===== config.mk =====
export PLATFORM = sky130hd
export DESIGN_NAME = csa19_accum
export DESIGN_NICKNAME = d
export VERILOG_FILES = /design/src/rtl/csa19_accum.sv
export SDC_FILE = /design/constraint.sdc
export NUM_CORES = 1
export LEC_CHECK = 0
export CELL_PAD_IN_SITES_DETAIL_PLACEMENT = 0
export CELL_PAD_IN_SITES_GLOBAL_PLACEMENT = 1
export CORE_UTILIZATION = 40
export DETAILED_ROUTE_END_ITERATION = 6
export HOLD_SLACK_MARGIN = 0.08
export PLACE_DENSITY_LB_ADDON = 0.05
export SLEW_MARGIN = 10
export SYNTH_ARGS = -nofsm -noshare
export SYNTH_HDL_FRONTEND = slang
export SYNTH_HIERARCHICAL = 1
export SYNTH_SLANG_ARGS = --single-unit

===== constraint.sdc =====
create_clock -name i_clk -period 4.4 [get_ports i_clk]
set_clock_uncertainty 0.1 [all_clocks]
set_input_delay 1.32 -clock i_clk [delete_from_list [all_inputs] [get_ports i_clk]]
set_output_delay 1.32 -clock i_clk [all_outputs]
set_load 0.005 [all_outputs]

===== src/rtl/csa19_accum.sv =====
// csa19_accum: valid/ready group accumulator built around a 19-bit carry-select adder.
// Terms are summed until one arrives with i_last. The result is then held until
// the consumer takes it, and one bubble cycle follows before the next group.
// Optional build macro: CSA19_ACCUM_SAT_EN. When defined, the accumulator saturates
// to all ones on carry-out. By default it wraps modulo 2^WIDTH.

// 19-bit carry-select adder: 4-bit ripple low block, then three 5-bit select blocks.
module csa_19bit (
    input  logic [18:0] i_a,
    input  logic [18:0] i_b,
    input  logic        i_cin,
    output logic [18:0] o_sum,
    output logic        o_cout
);

    logic [4:0] lo_r;
    logic [5:0] b1_0, b1_1, b2_0, b2_1, b3_0, b3_1;
    logic       c4, c9, c14;

    // Each upper block precomputes both carry-in cases; the incoming carry selects one.
    always_comb begin
        lo_r = {1'b0, i_a[3:0]} + {1'b0, i_b[3:0]} + {4'd0, i_cin};
        b1_0 = {1'b0, i_a[8:4]}   + {1'b0, i_b[8:4]};
        b1_1 = b1_0 + 6'd1;
        b2_0 = {1'b0, i_a[13:9]}  + {1'b0, i_b[13:9]};
        b2_1 = b2_0 + 6'd1;
        b3_0 = {1'b0, i_a[18:14]} + {1'b0, i_b[18:14]};
        b3_1 = b3_0 + 6'd1;

        c4  = lo_r[4];
        c9  = c4  ? b1_1[5] : b1_0[5];
        c14 = c9  ? b2_1[5] : b2_0[5];

        o_sum[3:0]   = lo_r[3:0];
        o_sum[8:4]   = c4  ? b1_1[4:0] : b1_0[4:0];
        o_sum[13:9]  = c9  ? b2_1[4:0] : b2_0[4:0];
        o_sum[18:14] = c14 ? b3_1[4:0] : b3_0[4:0];
        o_cout       = c14 ? b3_1[5]   : b3_0[5];
    end

endmodule

module csa19_accum #(
    parameter int unsigned WIDTH = 19,
    parameter int unsigned CNT_W = 8
) (
    input  logic             i_clk,
    input  logic             i_rst,
    input  logic             i_valid,
    output logic             o_ready,
    input  logic [WIDTH-1:0] i_data,
    input  logic             i_last,
    output logic             o_valid,
    input  logic             i_ready,
    output logic [WIDTH-1:0] o_sum,
    output logic             o_ovf,
    output logic [CNT_W-1:0] o_count
);

    localparam logic [CNT_W-1:0] CNT_MAX = '1;

    typedef enum logic [1:0] {
        S_IDLE = 2'd0,
        S_ACC  = 2'd1,
        S_HOLD = 2'd2
    } state_t;

    state_t             state_q, state_d;
    logic [WIDTH-1:0]   acc_q, acc_d;
    logic               ovf_q, ovf_d;
    logic [CNT_W-1:0]   cnt_q, cnt_d;
    logic               ready_q, ready_d;
    logic               valid_q, valid_d;

    logic [18:0]        add_sum;
    logic               add_cout;
    logic               accept_c;

    csa_19bit u_add (
        .i_a    (19'(acc_q)),
        .i_b    (19'(i_data)),
        .i_cin  (1'b0),
        .o_sum  (add_sum),
        .o_cout (add_cout)
    );

    // ready_q already encodes "not in HOLD", so accept never depends on i_valid feedback.
    assign accept_c = i_valid & ready_q;

    // Next-state and datapath update; handshake flags are derived from the next state.
    always_comb begin
        state_d = state_q;
        acc_d   = acc_q;
        ovf_d   = ovf_q;
        cnt_d   = cnt_q;

        unique case (state_q)
            S_IDLE, S_ACC: begin
                if (accept_c) begin
`ifdef CSA19_ACCUM_SAT_EN
                    acc_d = add_cout ? '1 : WIDTH'(add_sum);
`else
                    acc_d = WIDTH'(add_sum);
`endif
                    ovf_d   = ovf_q | add_cout;
                    cnt_d   = (cnt_q == CNT_MAX) ? cnt_q : cnt_q + CNT_W'(1);
                    state_d = i_last ? S_HOLD : S_ACC;
                end
            end
            S_HOLD: begin
                if (i_ready) begin
                    state_d = S_IDLE;
                    acc_d   = '0;
                    ovf_d   = 1'b0;
                    cnt_d   = '0;
                end
            end
            default: begin
                state_d = S_IDLE;
                acc_d   = '0;
                ovf_d   = 1'b0;
                cnt_d   = '0;
            end
        endcase

        ready_d = (state_d != S_HOLD);
        valid_d = (state_d == S_HOLD);
    end

    // State and output registers; reset discards any partial or pending group.
    always_ff @(posedge i_clk or posedge i_rst) begin
        if (i_rst) begin
            state_q <= S_IDLE;
            acc_q   <= '0;
            ovf_q   <= 1'b0;
            cnt_q   <= '0;
            ready_q <= 1'b1;
            valid_q <= 1'b0;
        end else begin
            state_q <= state_d;
            acc_q   <= acc_d;
            ovf_q   <= ovf_d;
            cnt_q   <= cnt_d;
            ready_q <= ready_d;
            valid_q <= valid_d;
        end
    end

    assign o_ready = ready_q;
    assign o_valid = valid_q;
    assign o_sum   = acc_q;
    assign o_ovf   = ovf_q;
    assign o_count = cnt_q;

endmodule


# Word-level counts from Yosys, hierarchy flattened

Index checks and enable logic that the tools add are counted.

Add/subtract/negate cells: 8
Eq/ne operators: 8
Muxes and demuxes: 20
Bitwise gates (word level): 2
Reduce and logical (&&, ||, !) cells: 4

Operator list:

| cell                                                 | number |
|---|---|
| 2-to-1 mux 19 bit                                    | 2 |
| one-hot mux 19 bit (2 select lines)                  | 1 |
| 2-to-1 mux 8 bit                                     | 3 |
| adder 5 x 5 -> 6 bit                                 | 3 |
| adder 6 x 1 -> 6 bit (second input constant)         | 3 |
| one-hot mux 8 bit (2 select lines)                   | 1 |
| 2-to-1 mux 5 bit                                     | 3 |
| adder 8 x 1 -> 8 bit (second input constant)         | 1 |
| equality test 8 bit (second input constant)          | 1 |
| != test 2 bit (second input constant)                | 4 |
| 2-to-1 mux 2 bit                                     | 3 |
| adder 4 x 4 -> 5 bit                                 | 1 |
| 2-to-1 mux 1 bit                                     | 5 |
| equality test 2 bit (second input constant)          | 2 |
| one-hot mux 2 bit (2 select lines)                   | 1 |
| AND reduction 3 bit                                  | 1 |
| equality test 2 x 1 -> 1 bit (second input constant) | 1 |
| logical NOT 2 bit                                    | 1 |
| one-hot mux 1 bit (2 select lines)                   | 1 |
| AND reduction 2 bit                                  | 1 |
| OR reduction 2 bit                                   | 1 |
| AND 1 bit                                            | 1 |
| OR 1 bit                                             | 1 |

Bits in registers: 32
Bits of input ports: 24
Output and inout port bits: 30
Logic and storage cells: 48

# Depth between registers and ports, before layout

Word-level depth: 8
Mapped depth: 13
Gate-level depth less buffers: 12

# Hierarchy

Netlist, hierarchy kept.

Modules (own cells, without submodules):

| module      | instances | cells each | area each (um^2) |
|---|---|---|---|
| csa19_accum | 1         | 112        | 1,386.3 |
| csa_19bit   | 1         | 175        | 1,322.5 |

# Least setup slack after synthesis

Ideal clock, no wire load.

Path kind: input-to-reg
Start point: input port i_data[0]
End point: register acc_q[15], in the netlist o_sum[15]
Data arrival time: 3,962 ps
Required time: 4,179 ps
Path slack: 217 ps
Cell stages on the path: 12
Buffers on the path: 1
Path through: inv_1 -> fa_1 -> fa_1 -> nand2b_1 -> a21oi_2 -> and4_1 -> buf_2 -> nand4_1 -> a21oi_1 -> xnor2_1 -> mux2_2 -> a22o_1

Word-level cells in the longest chain between the ends: 6

Ends and longest elaborated chain:

| element                             | line | source |
|---|---|---|
| start: declaration                  | 51   | `input logic [WIDTH-1:0] i_data,` |
| adder 4 x 4 -> 5 bit                | 22   | `lo_r = {1'b0, i_a[3:0]} + {1'b0, i_b[3:0]} + {4'd0, i_cin};` |
| 2-to-1 mux 1 bit                    | 31   | `c9 = c4 ? b1_1[5] : b1_0[5];` |
| 2-to-1 mux 1 bit                    | 32   | `c14 = c9 ? b2_1[5] : b2_0[5];` |
| 2-to-1 mux 5 bit                    | 37   | `o_sum[18:14] = c14 ? b3_1[4:0] : b3_0[4:0];` |
| via add_sum[15]                     | 75   | `logic [18:0] add_sum;` |
| 2-to-1 mux 19 bit                   | 99   | `if (accept_c) begin` |
| one-hot mux 19 bit (2 select lines) | 97   | `unique case (state_q)` |
| end signal: assignment              | 134  | `acc_q <= '0;` |
| end signal: assignment              | 141  | `acc_q <= acc_d;` |
| end: declaration                    | 69   | `logic [WIDTH-1:0] acc_q, acc_d;` |

The timed path passes the listed nets, and every way through them passes these cells. The select of a mux whose other input is x is not followed.
A chain may end at the register's enable or synchronous reset.

# Worst setup path in the final report

Start point: input port i_data[0]
End point: register acc_q[16], in the netlist o_sum[16]

The elaborated chain is that of the path after synthesis.

==> impl_metrics.py <==
metrics = {
    "outcome": {
        "status": "finished with violations",
        "violations": "DRC",
    },
    "clock_network": {
        "post_cts_buffers": 0,
        "cts_tree": "built",
        "clkTransAtPathRegs_ps": 80,
        "cts_hold_buf": 0,
        "cts-resized-gates": 0,
        "numCtsBuffers": 5,
        "htree_num_levels": 2,
        "clk_latency_ps": 290,
        "cts_buffer_depth": 2,
        "cts_sinks": 32,
        "root_buffer": "clkbuf_8",
    },
    "synth": {
        "syn_avg_cell_area_um2": 9.44,
        "synth_cells": 287,
        "yosysSeqAreaShare_pct": 29.6,
        "synthFlopType": "dfrtp_1",
        "synth.cell_area_um2": 2710,
        "ys_seq_elements": 32,
        "synth_nets": 338,
        "ys_warn_count": 6,
        "synth_edf_count": 0,
        "ys_async_sr_fraction_pct": 100,
        "synth_area_leaders": "dfrtp_1, ha_1, a22o_1",
        "synth.distinct_cells": 60,
        "yosys.area.top_type": "dfrtp_1",
        "synth_top_area_share_pct": 28.6,
    },
    "layout": {
        "fillCellCount": 590,
        "n_antenna_cell": 0,
        "utilization_pct": 57.1,
        "layout_commonest_cell": "clkdlybuf4s50_1",
        "nNetsFinal": 424,
        "layout_common_cells": "clkdlybuf4s50_1, buf_4, dfrtp_1",
        "fin_area_um2": 3690,
        "area_growth_pct": 36.1,
        "layout-drive-gt1-share_pct": 19.3,
    },
    "pwr": {
        "p_switching_mw": 1.10,
        "finalPower_mw": 2.64,
        "pwr-share-comb_pct": 68.3,
        "p_clk_share_pct": 11.4,
        "seqPwrFrac_pct": 20.3,
        "swShare_pct": 41.6,
        "vdd_drop_max_v": 0.000319,
        "p_int_mw": 1.54,
        "power_density_nw_per_um2": 716,
        "p_leak_nw": 1.67,
    },
    "setup_path": {
        "crit_fanout": 7,
        "cp.required_ps": 4490,
        "crit_path_end_kind": "flop",
        "criticalPathCategory": "input pin to flop",
        "cp.arrival_ps": 4340,
        "worstSetupStartpointType": "input pin",
    },
    "detailed_routing": {
        "via_per_inst": 5.35,
        "drc": 2,
        "drt_first_pass_iters": 6,
        "first_iter_violations": 135,
        "finalWirelength_um": 6380,
        "ant_nets": 0,
        "wl_per_cell_um": 14.1,
        "vias": 2415,
    },
    "timing": {
        "finalSetupViolations": 0,
        "rsz0062_at_grt": "false",
        "tightest_slew_ps": 539,
        "maxSlewHeadroom_pct": 64.0,
        "hold_violations": 0,
        "whs_ps": 405,
        "maxSlewViolCount": 0,
        "finalCritPeriodShare_pct": 96.5,
        "max_freq_mhz": 235,
        "finalCriticalPeriod_ps": 4250,
    },
    "global_routing": {
        "grt_util_met3_pct": 2.75,
        "grt-ovfl-total": 0,
        "grt_pass1_wl_um": 10600,
        "grt-busiest-layer": "met2",
        "met1_usage_pct": 25.4,
        "grt_use_met2_pct": 31.1,
        "grt_start_max_net_pins": 26,
        "grtUsageTotal_pct": 18.8,
        "grt_pass1_vias": 2293,
        "antenna_found_initial": 0,
    },
    "placed_design": {
        "routabilityCongestion": 0.888,
        "place_area_um2": 3540,
        "hpwl_um": 4690,
        "portBuffers": 53,
    },
    "floorplanning": {
        "pin_count": 54,
        "floorplan.initialDensity_pct": 41.9,
        "die_y_um": 84.3,
        "die_width_um": 84.3,
        "die-area_um2": 7100,
        "row_count": 29,
        "coreArea_um2": 6460,
    },
    "hold_path": {
        "hold_class": "flop to flop",
    },
    "flow_run": {
        "drv_cap": 0,
    },
}
## path summary, 6_finish.rpt
check	to	slack (ps)	from	cells past startpoint
max	o_sum[16]$_DFFE_PP0P_	150	i_data[0]	13
min	o_ovf$_DFFE_PP0P_	400	o_ovf$_DFFE_PP0P_	2
max reg2reg	o_sum[16]$_DFFE_PP0P_	1180	o_sum[0]$_DFFE_PP0P_	12
min reg2reg	o_ovf$_DFFE_PP0P_	400	o_ovf$_DFFE_PP0P_	2
max in group asynchronous	o_ready$_DFF_PP1_	2270	i_rst	3
min in group asynchronous	o_sum[3]$_DFFE_PP0P_	1220	i_rst	2
## final cells by class
cell class | instances | area, um^2 | share of cell area [%]
inverters | 24 | 90.1 | 2.44
clock inverters | 3 | 46.3 | 1.26
clock buffers | 5 | 68.8 | 1.87
repair buffers | 88 | 793 | 21.5
well taps | 77 | 96.3 | 2.61
flip-flops and latches | 32 | 802 | 21.8
multi-input cells | 222 | 1790 | 48.5
## power by group through the flow
stage                     clock (mW)  sequential, mW  combinational, mW
final                          0.300           0.536               1.80
after global placement             0           0.541               1.77
after CTS                      0.309           0.539               1.79
after global routing           0.319           0.558               2.00
after floorplan                    0           0.524               1.09
after detailed placement           0           0.539               1.78
## synthesized netlist by cell type, drive strengths merged, types with 2 or more instances
library cell,count
ha,22
nand3,11
nor3,3
mux2,2
a21oi,16
o21ai,9
a221oi,3
buf,6
dfrtp,31
o211ai,3
a211o,4
nand2b,4
clkbuf,3
a21o,4
and4,3
o21bai,2
xor2,11
a22o,24
fa,5
a211oi,6
a31oi,2
o21a,3
and2,5
nand4,4
nand2,14
xnor2,12
and3,5
inv,24
o2111ai,3
or3,2
nor2,25
## state kept, by name (all words and copies together) (netlist names)
name	cells
o_valid	1
o_ready	1
o_sum	19
o_ovf	1
state_q	2
o_count	8
## routing by layer
metal  part of all wire, %  vias up
li1                      -     1230
met1                    50     1137
met2                    46       42
met3                   2.9        6
met4                   1.2        0
met5                     0        -
## cell families (layout without fill, tap and decap cells)
| family | count (synthesis) | after routing | synth area share (%) |
|---|---|---|---|
| xor gates and xnor gates | 23 | 23 | 7.71 |
| and+or+nand+nor | 82 | 82 | 17.3 |
| DFF | 32 | 32 | 29.6 |
| muxes | 2 | 2 | 0.831 |
| buffers and inverters | 33 | 120 | 5.31 |
| adders and majority gates | 27 | 27 | 13.9 |
| other | 1 | 1 | 0.138 |
| AOI/OAI and AO/OA | 87 | 87 | 25.2 |
## metrics by stage
stage	cells	setup WS, ps	setup TNS, ps
detailed placement	443	-248	-1120
global route	451	1.67	0
floorplan	287	217	0
CTS	451	63.2	0
finish	451	153	0
global placement	443	-184	-717
## worst max-delay path, stage by stage
cell	delay (ps)
clkdlybuf4s50_1	450
inv_1	50
fa_1	420
fa_1	390
nand2b_1	170
a21oi_2	150
and4_4	260
buf_4	120
and4_1	250
nor2_4	70
o21a_1	110
or3_1	340
a22o_1	210
(Power assumes the default switching activity.)
